**src/rtl/indptr_buffer_ctrl.sv**
```systemverilog
// ---------------------------------------------------------------------------
// indptr_buffer_ctrl
//
// Ping-pong controller for a two-bank CSR row-pointer (indptr) buffer.
// One bank is filled by the loader while the other serves row-range lookups.
// The banks swap roles when the loader completes a block and the consumer has
// released the bank it was reading.
//
// Ports
//   clk, rst                 clock, synchronous active-high reset
//   ld_valid/ld_ready/ld_data    loader stream, K+1 words per block
//   lk_valid/lk_ready/lk_row     lookup request for row r
//   res_valid/res_start/res_end/res_err
//                            lookup result RD_LAT cycles after accept
//                            (indptr[r], indptr[r+1]); err when r >= K
//   rel                      consumer release of the read bank
//   bank_full, fill_sel, rd_sel  bank role / status
//   enable*, writeEnable*, addressport*, writeport*, readport*
//                            two-bank, two-port buffer interface
//
// Handshakes: a transfer happens in a cycle where valid and ready are both
// high; ready never depends on valid, and result outputs have no
// backpressure (res_valid is a one-cycle strobe per accepted lookup).
// ---------------------------------------------------------------------------
module indptr_buffer_ctrl #(
  parameter int K      = 1024,
  parameter int ADDR_W = $clog2(K + 1),
  parameter int DATA_W = $clog2(K * K / 32),
  parameter int RD_LAT = 2
) (
  input  logic              clk,
  input  logic              rst,
  input  logic              ld_valid,
  output logic              ld_ready,
  input  logic [DATA_W-1:0] ld_data,
  input  logic              lk_valid,
  output logic              lk_ready,
  input  logic [ADDR_W-1:0] lk_row,
  output logic              res_valid,
  output logic [DATA_W-1:0] res_start,
  output logic [DATA_W-1:0] res_end,
  output logic              res_err,
  input  logic              rel,
  output logic [1:0]        bank_full,
  output logic              fill_sel,
  output logic              rd_sel,
  output logic              enableA,
  output logic              enableB,
  output logic              writeEnableA1,
  output logic              writeEnableA2,
  output logic              writeEnableB1,
  output logic              writeEnableB2,
  output logic [ADDR_W-1:0] addressportA1,
  output logic [ADDR_W-1:0] addressportA2,
  output logic [ADDR_W-1:0] addressportB1,
  output logic [ADDR_W-1:0] addressportB2,
  output logic [DATA_W-1:0] writeportA1,
  output logic [DATA_W-1:0] writeportA2,
  output logic [DATA_W-1:0] writeportB1,
  output logic [DATA_W-1:0] writeportB2,
  input  logic [DATA_W-1:0] readportA1,
  input  logic [DATA_W-1:0] readportA2,
  input  logic [DATA_W-1:0] readportB1,
  input  logic [DATA_W-1:0] readportB2
);

  localparam int                INF_W = $clog2(RD_LAT + 2);
  localparam logic [ADDR_W-1:0] K_A   = ADDR_W'(K);

  // State
  logic [1:0]        bank_full_q, bank_full_d;
  logic              fill_sel_q, fill_sel_d;
  logic              rd_sel_q, rd_sel_d;
  logic [ADDR_W-1:0] wr_cnt_q, wr_cnt_d;
  logic [INF_W-1:0]  inflight_q, inflight_d;
  logic              rel_pending_q, rel_pending_d;
  logic              init_q;
  logic [RD_LAT-1:0] vld_pipe_q, vld_pipe_d;
  logic [RD_LAT-1:0] sel_pipe_q, sel_pipe_d;
  logic [RD_LAT-1:0] err_pipe_q, err_pipe_d;

  // Handshake / event decode
  logic              wr_fire;
  logic              lk_fire;
  logic              row_err;
  logic              swap;
  logic [ADDR_W-1:0] rd_addr1, rd_addr2;
  logic              res_sel, res_is_err;

  // init_q holds ld_ready low during the cycle right after reset release so
  // every output reads 0 while reset is being applied.
  assign ld_ready = init_q & ~bank_full_q[fill_sel_q];
  assign lk_ready = bank_full_q[rd_sel_q] & ~rel_pending_q & ~rel;

  assign wr_fire  = ld_valid & ld_ready;
  assign lk_fire  = lk_valid & lk_ready;
  assign row_err  = (lk_row >= K_A);
  assign swap     = rel_pending_q & (inflight_q == '0);

  // Out-of-range rows read address 0; the error flag zeroes the data later.
  assign rd_addr1 = row_err ? '0 : lk_row;
  assign rd_addr2 = row_err ? '0 : lk_row + ADDR_W'(1);

  assign bank_full = bank_full_q;
  assign fill_sel  = fill_sel_q;
  assign rd_sel    = rd_sel_q;

  // Next-state logic
  always_comb begin
    bank_full_d   = bank_full_q;
    fill_sel_d    = fill_sel_q;
    rd_sel_d      = rd_sel_q;
    wr_cnt_d      = wr_cnt_q;
    rel_pending_d = rel_pending_q;
    inflight_d    = inflight_q + INF_W'(lk_fire) - INF_W'(vld_pipe_q[RD_LAT-1]);

    if (wr_fire) begin
      if (wr_cnt_q == K_A) begin
        bank_full_d[fill_sel_q] = 1'b1;
        fill_sel_d              = ~fill_sel_q;
        wr_cnt_d                = '0;
      end else begin
        wr_cnt_d = wr_cnt_q + ADDR_W'(1);
      end
    end

    // Fill only ever targets an empty bank and release only a full one, so
    // the two bank_full updates never touch the same bit. A rel arriving in
    // the swap cycle refers to the bank already being released.
    if (swap) begin
      bank_full_d[rd_sel_q] = 1'b0;
      rd_sel_d              = ~rd_sel_q;
      rel_pending_d         = 1'b0;
    end else if (rel && bank_full_q[rd_sel_q]) begin
      rel_pending_d = 1'b1;
    end

    // Valid, bank select and error flag travel together down the pipeline.
    vld_pipe_d    = '0;
    sel_pipe_d    = '0;
    err_pipe_d    = '0;
    vld_pipe_d[0] = lk_fire;
    sel_pipe_d[0] = rd_sel_q;
    err_pipe_d[0] = row_err;
    for (int i = 1; i < RD_LAT; i++) begin
      vld_pipe_d[i] = vld_pipe_q[i-1];
      sel_pipe_d[i] = sel_pipe_q[i-1];
      err_pipe_d[i] = err_pipe_q[i-1];
    end
  end

  always_ff @(posedge clk) begin
    if (rst) begin
      bank_full_q   <= '0;
      fill_sel_q    <= 1'b0;
      rd_sel_q      <= 1'b0;
      wr_cnt_q      <= '0;
      inflight_q    <= '0;
      rel_pending_q <= 1'b0;
      init_q        <= 1'b0;
      vld_pipe_q    <= '0;
      sel_pipe_q    <= '0;
      err_pipe_q    <= '0;
    end else begin
      bank_full_q   <= bank_full_d;
      fill_sel_q    <= fill_sel_d;
      rd_sel_q      <= rd_sel_d;
      wr_cnt_q      <= wr_cnt_d;
      inflight_q    <= inflight_d;
      rel_pending_q <= rel_pending_d;
      init_q        <= 1'b1;
      vld_pipe_q    <= vld_pipe_d;
      sel_pipe_q    <= sel_pipe_d;
      err_pipe_q    <= err_pipe_d;
    end
  end

  // Buffer port drive. A bank is either being filled or being read in a
  // given cycle, never both, so the two branches cannot collide.
  always_comb begin
    enableA       = 1'b0;
    enableB       = 1'b0;
    writeEnableA1 = 1'b0;
    writeEnableA2 = 1'b0;
    writeEnableB1 = 1'b0;
    writeEnableB2 = 1'b0;
    addressportA1 = '0;
    addressportA2 = '0;
    addressportB1 = '0;
    addressportB2 = '0;
    writeportA1   = '0;
    writeportA2   = '0;
    writeportB1   = '0;
    writeportB2   = '0;

    if (wr_fire) begin
      if (!fill_sel_q) begin
        enableA       = 1'b1;
        writeEnableA1 = 1'b1;
        addressportA1 = wr_cnt_q;
        writeportA1   = ld_data;
      end else begin
        enableB       = 1'b1;
        writeEnableB1 = 1'b1;
        addressportB1 = wr_cnt_q;
        writeportB1   = ld_data;
      end
    end

    if (lk_fire) begin
      if (!rd_sel_q) begin
        enableA       = 1'b1;
        addressportA1 = rd_addr1;
        addressportA2 = rd_addr2;
      end else begin
        enableB       = 1'b1;
        addressportB1 = rd_addr1;
        addressportB2 = rd_addr2;
      end
    end
  end

  // Result stage
  assign res_sel    = sel_pipe_q[RD_LAT-1];
  assign res_is_err = err_pipe_q[RD_LAT-1];
  assign res_valid  = vld_pipe_q[RD_LAT-1];
  assign res_err    = res_valid & res_is_err;

  always_comb begin
    res_start = '0;
    res_end   = '0;
    if (res_valid && !res_is_err) begin
      res_start = res_sel ? readportB1 : readportA1;
      res_end   = res_sel ? readportB2 : readportA2;
    end
  end

endmodule

```
**config.mk**
```make
export PLATFORM = sky130hd
export DESIGN_NAME = indptr_buffer_ctrl
export DESIGN_NICKNAME = d
export VERILOG_FILES = /design/src/rtl/indptr_buffer_ctrl.sv
export SDC_FILE = /design/constraint.sdc
export NUM_CORES = 1
export LEC_CHECK = 0
export ABC_AREA = 0
export BUFFER_PORTS_ARGS = -buffer_cell sky130_fd_sc_hd__buf_2
export CORE_MARGIN = 2
export CORE_UTILIZATION = 23
export DETAILED_ROUTE_END_ITERATION = 10
export HOLD_SLACK_MARGIN = 0.15
export PLACE_DENSITY = 0.58
export SLEW_MARGIN = 20
export SYNTH_ARGS = -nofsm -noshare
export SYNTH_HDL_FRONTEND = slang
export SYNTH_SLANG_ARGS = --single-unit
```
**constraint.sdc**
```tcl
create_clock -name clk -period 2.5 [get_ports clk]
set_input_delay 0.25 -clock clk [delete_from_list [all_inputs] [get_ports clk]]
set_output_delay 0.25 -clock clk [all_outputs]
set_load 0.005 [all_outputs]
```
==> flow_summary.yaml, run 1 <==
yosys:
  yosys-top-cells-area: "dfxtp_1 (19%), mux2i_1 (12%), buf_4 (9.8%)"
  syn_inst: 343
  synthAdderAreaFrac: 0.02404
  yosys.cell_types.count: 41
  avgSynthCellArea_um2: 7.587
  synth_common_cells: "nor2_1 (67), buf_4 (34), and2_1 (33)"
  yosysMostFrequentCell: "nor2_1"
  yosysTopAreaCell: "dfxtp_1"
  yosys.area.top_type_share: 0.1923
  synthMuxAreaShare: 0.1255
  syn_area_um2: 2602
  yosys.area_share.simple: 0.3447
  synth_edf_count: 0
  synth-xor-area-share: 0.07067
  yosys_warnings: 0
  synth_top_family_by_area: "simple AND/OR/NAND/NOR gates"
  synth_compound_area_frac: 0.08702
  seq_area_frac_synth: 0.1923
  synth-seq-cells: 25
  async_flop_share: 0
  synth_flop_cell: "dfxtp_1"
cells_and_area:
  layout-area-overhead-vs-synth_pct: 43.08
  num_antenna_cells: 0
  fillCellCount: 1177
  final_layout_size_suffix_gt1_frac: 0.4331
  nNetsFinal: 635
global_routing:
  grt_pass1_wl_mm: 12.76
  antenna_found_initial: 0
  grt_overflow_total: 0
  grt_pass1_vias: 2621
  grt_max_degree: 31
  grtUsageTotal: 0.1364
clocking:
  root_buffer: "clkbuf_16"
  clock_latency_ns: 0.26
  numClockSinks: 25
  post_cts_buffers: 0
  cts_max_level: 1
  cts_tree: "done"
  clk_pin_slew_worst_paths_ns: 0.06
  clockBufferDepth: 2
  numCtsBuffers: 3
  cts.repair.resized: 0
  hold_buffers: 0
placement:
  portBuffers: 206
  hpwl_mm: 7.845
  routabilityCongestion: 0.8462
die:
  start_util: 0.2380
  die-height_um: 110.4
  coreArea_um2: 10940
  rows: 38
  dieArea_um2: 12180
  die_w_um: 110.4
  pin_count: 239
drt:
  drtAntennaViolNets: 0
  wl_per_cell_um: 13.95
  vias: 2998
  vias_per_cell: 4.422
  totalWireLength_mm: 9.459
  drt_first_pass_iters: 4
  drt-initial-drc-count: 90
  drc: 0
power:
  vdd_drop_max_uv: 236.2
  powerDensity_nw_per_um2: 255.2
  p_int_mw: 0.7096
  clkPwrFrac: 0.370
  switching_share: 0.2534
  switchingPower_mw: 0.2408
  combPwrFrac: 0.200
  p_leak_nw: 1.959
  seqPwrFrac: 0.430
  power_mw: 0.9504
sta:
  final_hold_viol_count: 0
  rsz0062_at_grt: "false"
  finalSetupViolations: 0
  period_minus_slack_ns: 2.254
  maxSlewViolCount: 0
  setup_tns_ns: 0
  max_slew.worst_pin.slew_ns: 0.8445
  fin_skew_ns: 0.003008
  fmax_ghz: 0.4436
  relSlewSlack: 0.4370
  finalCritPeriodShare: 0.9017
outcome:
  status: "completed"
setup_path:
  ff2ff_setup_slack_ns: 0.67
  cp-start-kind: "flip-flop"
  setup.worst_path.end_class: "output port"
  cp.arrival_ns: 2.00
  worstSetupPathType: "reg -> out"
  cp.required_ns: 2.25
  cp_max_fo: 10
run:
  cap_viol_max_count: 0
hold_path:
  hp-class: "in -> reg"
[layer usage]
metal,vias up,routed length [µm],GRT usage
met4,0,112,0.03036
met3,8,815,0.02763
met1,1374,3746,0.1512
li1,1470,-,-
met5,-,0,0
met2,146,4784,0.2647
[worst max-delay path: stages, from the launching register on]
cell and delay, ns:
dfxtp_1 0.34, nor3b_2 0.29, nand3_1 0.27, or2_0 0.46
o21ai_0 0.25, buf_2 0.15
[cells by family (layout without fill, tap and decap cells)]
family / Yosys count / count (layout)
fa+ha+maj: 5 / 5
compound gates: 31 / 31
simple gates: 164 / 164
flops: 25 / 25
buf+inv: 64 / 228
xor+xnor: 21 / 21
mux: 32 / 32
other cells: 1 / 32
[cell type report]
class | instances | area [µm²] | area share
Multi-Input combinational cell | 285 | 1827 | 0.4906
Sequential cell | 25 | 501.7 | 0.1347
Timing Repair Buffer | 214 | 1104 | 0.2964
Inverter | 10 | 37.54 | 0.01008
Tap cell | 140 | 175.2 | 0.04704
Clock buffer | 4 | 78.83 | 0.02117
[placed cells by master, fill, tap and decap left out, types with 2 or more instances in the layout]
cell / Yosys / layout
buf_2: 9 / 206
nor2_1: 67 / 67
and2_1: 33 / 33
conb_1: 1 / 32
mux2i_1: 30 / 30
dfxtp_1: 25 / 24
a22o_1: 16 / 16
xnor2_1: 12 / 12
inv_1: 10 / 10
nand2_1: 9 / 9
xor2_1: 9 / 9
nand3_1: 8 / 8
buf_4: 34 / 7
nand4_1: 6 / 6
a21oi_1: 6 / 6
nor3_1: 7 / 6
nand2b_1: 5 / 5
nor2b_1: 5 / 5
ha_1: 5 / 5
o21ai_0: 4 / 4
and3_1: 3 / 3
nor2_2: 3 / 3
clkbuf_16: 0 / 3
nor3b_2: 1 / 2
or2_0: 2 / 2
nor3b_1: 3 / 2
and4b_1: 2 / 2
nor4_1: 2 / 2
a211oi_1: 2 / 2
nor4_4: 2 / 2
nor4_2: 2 / 2
[worst paths after layout]
| check | from | end | cells after the start |
|---|---|---|---|
| max | rel_pending_q | addressportB1[1] | 5 |
| min | lk_row[10] | err_pipe_q[0] | 2 |
| max reg2reg | fill_sel | wr_cnt_q[4] | 4 |
| min reg2reg | sel_pipe_q[0] | sel_pipe_q[1] | 1 |
[state kept, by name, summed over array words and instances (netlist names)]
name           count
rel_pending_q      1
init_q             1
bank_full          2
vld_pipe_q         2
wr_cnt_q          11
fill_sel           1
sel_pipe_q         2
rd_sel             1
inflight_q         2
err_pipe_q         2
[stage by stage]
| stage | utilization | worst slack (ns) | hold slack [ns] | instance area [µm²] | cells |
|---|---|---|---|---|---|
| final | 0.3405 | 0.2458 | 0.3104 | 3724 | 678 |
| after global routing | 0.3405 | 0.04839 | 0.3224 | 3724 | 678 |
| after CTS | 0.3405 | 0.2251 | 0.3078 | 3724 | 678 |
| after detailed placement | 0.3333 | 0.4845 | 0.4218 | 3645 | 674 |
| after global placement | 0.3333 | 0.5467 | 0.4227 | 3645 | 674 |
| after floorplan | - | 0.8361 | 0.3216 | 2719 | 374 |
[power groups by stage]
stage,sequential (mW),clock [mW],combinational [mW]
finish,0.409,0.352,0.190
global route,0.409,0.379,0.214
CTS,0.409,0.358,0.189
detailed placement,0.418,0,0.187
global placement,0.417,0,0.184
floorplan,0.415,0,0.113
Note: power is estimated with default switching activity, not from simulation.
==> inputs of run 2 (changes only) <==
--- a/config.mk
+++ b/config.mk
@@ -9,6 +9,7 @@
 export BUFFER_PORTS_ARGS = -buffer_cell sky130_fd_sc_hd__buf_2
 export CORE_MARGIN = 2
 export CORE_UTILIZATION = 23
+export CTS_BUF_LIST = sky130_fd_sc_hd__clkbuf_4 sky130_fd_sc_hd__clkbuf_8
 export DETAILED_ROUTE_END_ITERATION = 10
 export HOLD_SLACK_MARGIN = 0.15
 export PLACE_DENSITY = 0.58
==> flow_summary.yaml, run 2 (synthesis results as in run 1) <==
power:
  vdd_drop_max_uv: 147.6
  powerDensity_nw_per_um2: 229.2
  p_leak_nw: 1.947
sta:
  fin_skew_ns: 0.001703
  finalSetupViolations: 0
  maxSlewViolCount: 0
  setup_tns_ns: 0
  period_minus_slack_ns: 2.285
  final_hold_viol_count: 0
  max_slew.worst_pin.slew_ns: 0.8419
  rsz0062_at_grt: "false"
  finalCritPeriodShare: 0.9142
  fmax_ghz: 0.4375
  relSlewSlack: 0.4388
setup_path:
  cp-start-kind: "flip-flop"
  cp.buffers_inverters: 1
  regToRegStartpoint: "fill_sel"
  crit_cells: 5
  setup.worst_path.end_class: "output port"
  cp_max_fo: 10
  crit_end: "addressportB1[1]"
  worstPathCellList: "nor3b_2, nand3_1, or2_0, o21ai_0, buf_2"
  critPathLaunch: "rel_pending_q"
  r2r-end: "wr_cnt_q[3]"
  slowest_delay_ns: 0.47
  r2r_cells: 4
  worstSetupPathType: "reg -> out"
  critical_path.top_delay_family: "simple AND/OR/NAND/NOR gates"
  cp.required_ns: 2.25
  cp.arrival_ns: 2.04
  cp_slowest_cell: "or2_0"
  ff2ff_setup_slack_ns: 0.67
global_routing:
  grt_max_degree: 31
  grt_pass1_vias: 2622
  gr-usage-met1: 0.1526
  grt_overflow_total: 0
  antenna_found_initial: 0
  busiest_layer: "met2"
  met3_usage: 0.02763
  grt_pass1_wl_mm: 12.80
  use_met2: 0.2638
  grtUsageTotal: 0.1359
drt:
  totalWireLength_mm: 9.476
  wl_per_cell_um: 13.98
  drtAntennaViolNets: 0
  drt-initial-drc-count: 95
  vias_per_cell: 4.425
  vias: 3000
  drc: 0
  drt_first_pass_iters: 4
clocking:
  hold_buffers: 0
  clock_latency_ns: 0.26
  cts_max_level: 1
  numClockSinks: 25
  numCtsBuffers: 3
  clk_pin_slew_worst_paths_ns: 0.08
  clockBufferDepth: 2
  cts.repair.resized: 0
  post_cts_buffers: 0
  root_buffer: "clkbuf_8"
  cts_tree: "done"
cells_and_area:
  num_antenna_cells: 0
  fillCellCount: 1184
  final_common_cell: "buf_2"
  largest_reg_flops: 11
  layout-area-overhead-vs-synth_pct: 41.92
  nNetsFinal: 635
  top_register: "wr_cnt_q"
  final_layout_size_suffix_gt1_frac: 0.4349
  fin_util: 0.3378
  final_cell_mix: "buf_2 (206), nor2_1 (67), and2_1 (33), conb_1 (32), mux2i_1 (30)"
run:
  cap_viol_max_count: 0
die:
  die-height_um: 110.4
  dieArea_um2: 12180
  coreArea_um2: 10940
  start_util: 0.2380
  die_w_um: 110.4
  pin_count: 239
  rows: 38
placement:
  hpwl_mm: 7.845
  routabilityCongestion: 0.8462
  portBuffers: 206
outcome:
  status: "completed"
hold_path:
  hp-class: "in -> reg"
  hold_depth: 2
## run 2: cell counts in the layout (fill, tap and decap cells not counted)
No cell type changed its count.
## run 2: worst reg2reg max path: cells and delay by family, from the launching register on
| family | cells | cell delay, ns |
|---|---|---|
| compound gates | 1 | 0.43 |
| flops | 1 | 0.44 |
| simple gates | 2 | 0.42 |
| mux | 1 | 0.42 |
## run 2: how the worst min path moves through the flow
stage | from | to | slack (ns)
final | lk_row[10] | err_pipe_q[0] | 0.30
after global routing | rst | init_q | 0.30
after CTS | lk_row[10] | err_pipe_q[0] | 0.29
after detailed placement | sel_pipe_q[0] | sel_pipe_q[1] | 0.42
after global placement | vld_pipe_q[0] | vld_pipe_q[1] | 0.42
after floorplan | rst | err_pipe_q[0] | 0.32
## run 2: per-stage QoR
| stage | instances | area, µm² | hold slack [ns] | total power [mW] | setup WS, ns |
|---|---|---|---|---|---|
| global route | 678 | 3694 | 0.2997 | 0.9041 | 0.02128 |
| finish | 678 | 3694 | 0.2962 | 0.8465 | 0.2145 |
| detailed placement | 674 | 3645 | 0.4218 | 0.6044 | 0.4845 |
| global placement | 674 | 3645 | 0.4227 | 0.6017 | 0.5467 |
| CTS | 678 | 3694 | 0.2902 | 0.8524 | 0.2040 |
| floorplan | 374 | 2719 | 0.3216 | 0.5286 | 0.8361 |
## run 2: layer usage
metal  vias to the layer above  share of wire
met5                         -              0
met4                         0         0.0095
met3                         6          0.095
met2                       158           0.50
met1                      1369           0.39
li1                       1467              -
## run 2: power by group
part,switching (mW),internal [mW],leakage (nW)
sequential,0.00598,0.402,0.203
combinational,0.101,0.0892,1.72
clock,0.124,0.125,0.0262
## run 2: cell type report
class / instances / area, µm² / area share
multi-input cells: 285 / 1827 / 0.4946
well taps: 140 / 175.2 / 0.04743
repair buffers: 214 / 1104 / 0.2988
flip-flops and latches: 25 / 501.7 / 0.1358
inverters: 10 / 37.54 / 0.01016
clock buffers: 4 / 48.80 / 0.01321
